===== src/rtl/fixed_conv_monitor.sv =====
// Multi-channel convergence monitor for the fixed-point gradient-descent loop.
// Declares convergence after STABLE_CNT all-in-tolerance iterations, timeout after MAX_ITER.
module fixed_conv_monitor #(
  parameter int WIDTH      = 32,
  parameter int FRAC       = 8,
  parameter int CHANNELS   = 4,
  parameter int STABLE_CNT = 3,
  parameter int MAX_ITER   = 1024,
  parameter int ITER_W     = 16
) (
  input  logic                         clk,
  input  logic                         rst,
  input  logic                         start,
  input  logic [WIDTH-2:0]             tol_in,
  input  logic                         in_valid,
  input  logic [CHANNELS*WIDTH-1:0]    cur_in,
  input  logic [CHANNELS*WIDTH-1:0]    prev_in,
  output logic [CHANNELS-1:0]          ch_conv,
  output logic                         converged,
  output logic                         timeout,
  output logic                         done,
  output logic                         busy,
  output logic [ITER_W-1:0]            iter_count
);

  localparam int SC_W = $clog2(STABLE_CNT + 1);

  typedef enum logic [1:0] {IDLE, RUN, CONV, TMO} state_t;

  state_t                 state;
  logic [WIDTH-2:0]       tol;
  logic [SC_W-1:0]        stable;
  logic [SC_W-1:0]        stable_next;
  logic [ITER_W-1:0]      iter_next;
  logic [CHANNELS-1:0]    in_tol;
  logic signed [WIDTH:0]  cur_x;
  logic signed [WIDTH:0]  prev_x;
  logic signed [WIDTH:0]  diff;
  logic signed [WIDTH:0]  tol_s;

  generate
    if (FRAC >= WIDTH || STABLE_CNT < 1 || MAX_ITER < 1 || $clog2(MAX_ITER + 1) > ITER_W) begin : g_param_check
      $error("fixed_conv_monitor: inconsistent parameters");
    end
  endgenerate

  // One extra bit keeps the difference of two full-range words from wrapping.
  always_comb begin
    in_tol = '0;
    cur_x  = '0;
    prev_x = '0;
    diff   = '0;
    tol_s  = {2'b00, tol};
    for (int k = 0; k < CHANNELS; k++) begin
      cur_x     = {cur_in[k*WIDTH+WIDTH-1], cur_in[k*WIDTH +: WIDTH]};
      prev_x    = {prev_in[k*WIDTH+WIDTH-1], prev_in[k*WIDTH +: WIDTH]};
      diff      = cur_x - prev_x;
      in_tol[k] = (diff > -tol_s) && (diff < tol_s);
    end
  end

  always_comb begin
    iter_next = iter_count + ITER_W'(1);
    if (!(&in_tol))
      stable_next = '0;
    else if (stable == SC_W'(STABLE_CNT))
      stable_next = stable;
    else
      stable_next = stable + SC_W'(1);
  end

  // Convergence is tested before timeout so a sample satisfying both converges.
  always_ff @(posedge clk or posedge rst) begin
    if (rst) begin
      state      <= IDLE;
      tol        <= '0;
      stable     <= '0;
      iter_count <= '0;
      ch_conv    <= '0;
      converged  <= 1'b0;
      timeout    <= 1'b0;
      done       <= 1'b0;
      busy       <= 1'b0;
    end else if (start) begin
      state      <= RUN;
      tol        <= tol_in;
      stable     <= '0;
      iter_count <= '0;
      ch_conv    <= '0;
      converged  <= 1'b0;
      timeout    <= 1'b0;
      done       <= 1'b0;
      busy       <= 1'b1;
    end else begin
      case (state)
        RUN: begin
          if (in_valid) begin
            ch_conv    <= in_tol;
            iter_count <= iter_next;
            stable     <= stable_next;
            if (stable_next == SC_W'(STABLE_CNT)) begin
              state     <= CONV;
              converged <= 1'b1;
              done      <= 1'b1;
              busy      <= 1'b0;
            end else if (iter_next == ITER_W'(MAX_ITER)) begin
              state   <= TMO;
              timeout <= 1'b1;
              done    <= 1'b1;
              busy    <= 1'b0;
            end
          end
        end
        default: ;
      endcase
    end
  end

endmodule


===== config.mk =====
export PLATFORM = sky130hd
export DESIGN_NAME = fixed_conv_monitor
export DESIGN_NICKNAME = d
export VERILOG_FILES = /design/src/rtl/fixed_conv_monitor.sv
export SDC_FILE = /design/constraint.sdc
export NUM_CORES = 1
export LEC_CHECK = 0
export CAP_MARGIN = 20
export CORE_UTILIZATION = 54
export DETAILED_ROUTE_END_ITERATION = 10
export GPL_ROUTABILITY_DRIVEN = 0
export PLACE_DENSITY = 0.84
export SYNTH_ARGS = -nofsm -noshare
export SYNTH_HDL_FRONTEND = slang
export SYNTH_SLANG_ARGS = --single-unit
export TNS_END_PERCENT = 1

===== constraint.sdc =====
create_clock -name clk -period 5.8 [get_ports clk]
set_clock_uncertainty 0.15 [all_clocks]
set_input_delay 0.87 -clock clk [delete_from_list [all_inputs] [get_ports clk]]
set_output_delay 0.87 -clock clk [all_outputs]
set_load 0.02 [all_outputs]

==> flow_summary.toml <==
[global_routing]
grt_antenna_before_repair = 1
grt_overflow = 0
grt_pass1_wl_um = 87900
track_usage = 0.378
grt_pass1_vias = 18500
grt_max_degree = 63

[cells_and_area]
antenna_cells = 0
mostFrequentLayoutCells = "ha_1, clkdlybuf4s50_1, buf_4"
finish.utilization = 0.783
mostFrequentLayoutCell = "ha_1"
postLayoutCellArea_mm2 = 0.0218
finalNetCount = 3329
area_growth_pct = 42.0
final_layout_size_suffix_gt1_frac = 0.149

[setup_path]
rrSetupSlack_ns = 0.35
critPathTopFamily = "compound AO/OA/AOI/OAI gates"
end_kind = "flop"
crit_slowest_cell = "clkdlybuf4s50_1"
reg2reg_from = "tol[7]$_DFFE_PP0P_"
path_class = "input pin to flop"
max_stage_delay_ns = 0.45
path_cells = "clkdlybuf4s50_1 -> inv_1 -> ha_1 -> o211a_1 -> o31ai_4 -> a211oi_2 -> o31a_1 -> o31ai_4 -> nor3_1 -> o31ai_2 -> a21oi_1 -> o41ai_2 -> xnor2_1 -> ha_1 -> nand4_1 -> nor4_2 -> a21oi_1 -> o22ai_2 -> o31ai_2 -> a2111oi_2 -> a22oi_2 -> nor4_4 -> a31oi_2 -> a211o_1"
startpoint = "prev_in[67]"
startpoint_type = "input pin"
path_max_fanout = 3
worst-path-buf-inv = 2
cp.arrival_ns = 6.08
crit_required_ns = 5.89

[routing]
dr.pass1.iters = 9
vias = 18700
drt-met1-wl_um = 21500
drt-initial-drc-count = 1619
drc_errors = 0
top_layer_used = "met4"
viasPerCell = 6.15
drt_wl_total_um = 56600
post_drt_wl_per_cell_um = 18.7
ant_nets = 0
wl_met2_um = 26400
wl_met3_um = 4850

[synth]
synthArstFlopShare = 1.00
syn_area_mm2 = 0.0154
yosysUniqueCellTypes = 76
ys_ff_latch = 58
synth_cells = 2045
ys_warn_count = 0
avgSynthCellArea_um2 = 7.51
synth_edf_count = 0
synth-seq-area-share = 0.0945
yosys_most_used_dff = "dfrtp_1"
syn_nets = 2722

[floorplanning]
die_x_um = 171
rows = 61
ios = 315
core_area_mm2 = 0.0279
start_util = 0.551
die_h_um = 171
dieArea_mm2 = 0.0291

[sta]
final-setup-viol-count = 8
slew_headroom = 0.450
hold_viol = 0
tns_ns = -1.04
max_freq_mhz = 167
fin_ws_ns = -0.196
period_share = 1.03
worst_pin_slew_ns = 0.818
min_period_ns = 6.00
drv_slew = 0
grt_setup_unrepaired = "true"

[cts]
cts_hold_buf = 0
cts_root_buffer = "clkbuf_16"
cts.htree.levels = 3
cts_buffers = 9
clk_latency_ns = 0.36
cts_tree = "built"
cts.sinks = 58
cts_buffer_depth = 2
clk_pin_slew_ns = 0.07

[power_and_ir_drop]
cellPowerDensity_mw_per_mm2 = 181
irDropWorstVdd_mv = 0.158
power.leakage_nw = 10.6

[job]
drv_cap = 0

[place]
pre_cts_ws_ns = -0.904
portBuffers = 314
dpl.hpwl_um = 45800
placed_area_mm2 = 0.0211

[outcome]
failed_checks = "setup timing"
status = "finished with violations"

[hold_path]
hold_class = "flop to flop"
min_from = "converged$_DFFE_PP0P_"
[per-layer routing]
layer | up-vias | GRT usage
met5 | - | 0
met4 | 0 | 0.241
met3 | 300 | 0.0567
met2 | 1089 | 0.661
met1 | 8566 | 0.430
li1 | 8722 | -
[sequential cells by signal, indices dropped and copies added, names as in the netlist]
| register | count |
|---|---|
| ch_conv | 4 |
| converged | 1 |
| iter_count | 16 |
| done | 1 |
| stable | 2 |
| timeout | 1 |
| tol | 31 |
| state | 1 |
| busy | 1 |
[stage by stage]
stage	instances	power [mW]	hold WS (ns)
CTS	3032	3.80	0.368
floorplan	2045	2.06	0.325
finish	3035	3.94	0.375
global placement	3010	3.00	0.353
detailed placement	3010	3.15	0.351
global route	3035	4.19	0.412
[tightest hold or removal path, stage by stage, from the launching register on]
cell	delay, ns
dfrtp_1	0.36
a31oi_1	0.05
nor2_1	0.07
[final timing paths]
path                                        endpoint  cells past startpoint
min                            converged$_DFFE_PP0P_                      2
max reg2reg                    stable[0]$_DFFE_PP0P_                     21
max                             state[0]$_DFFE_PP0P_                     24
max in group asynchronous        tol[25]$_DFFE_PP0P_                      3
min in group asynchronous  iter_count[6]$_DFFE_PP0P_                      3
min reg2reg                    converged$_DFFE_PP0P_                      2
[where the power goes]
| part | internal (mW) | total (mW) | switching (mW) | leakage (nW) |
|---|---|---|---|---|
| Sequential | 0.429 | 0.452 | 0.0224 | 0.740 |
| Combinational | 1.36 | 2.93 | 1.56 | 9.74 |
| Clock | 0.335 | 0.565 | 0.230 | 0.142 |
| Total | 2.13 | 3.94 | 1.82 | 10.6 |
[synthesized netlist by cell type, types with 5 or more instances]
library cell / n / area [um^2]
o31ai_1: 14 / 105
clkbuf_1: 21 / 78.8
nor2_1: 167 / 627
nor3b_1: 5 / 37.5
ha_1: 382 / 4780
nand2_1: 162 / 608
a21oi_1: 192 / 961
a41oi_1: 6 / 52.6
nor2b_1: 21 / 131
o22ai_1: 5 / 31.3
nor4_1: 19 / 119
a211o_1: 6 / 52.6
nor3_1: 44 / 220
a221oi_1: 7 / 61.3
inv_1: 215 / 807
o21a_1: 33 / 248
o21bai_1: 19 / 143
o211ai_1: 16 / 120
xnor2_1: 110 / 963
a211oi_1: 26 / 195
nand3_1: 49 / 245
nand4_1: 56 / 350
xor2_1: 35 / 307
a21o_1: 69 / 518
nand2b_1: 17 / 106
and2_1: 12 / 75.1
and3_1: 18 / 113
a2111oi_0: 11 / 96.3
and4_1: 6 / 52.6
o21ai_0: 129 / 646
a21boi_0: 10 / 75.1
a31oi_1: 21 / 131
dfrtp_1: 58 / 1450
[repair_timing]
item / CTS / global route
setup endpoints to repair: 8 / 10
resized for setup: 66 / 12
buffers inserted: 9 / 3
pin swaps: 53 / 7
[layout make-up]
cell class,count,area [um^2]
Multi-Input combinational cell,1750,13400
Fill cell,1892,6060
Timing Repair Buffer,618,5420
Sequential cell,58,1450
Inverter,215,807
Tap cell,378,473
Clock buffer,9,225
Clock inverter,7,76.3
[cell families after synthesis]
logic type | synth area share
muxes | 0.00269
xor gates and xnor gates | 0.0827
AOI/OAI and AO/OA | 0.259
adders and majority gates | 0.317
buffers and inverters | 0.0580
DFF | 0.0945
and+or+nand+nor | 0.186
No activity file was read; power rests on OpenSTA's default activity.
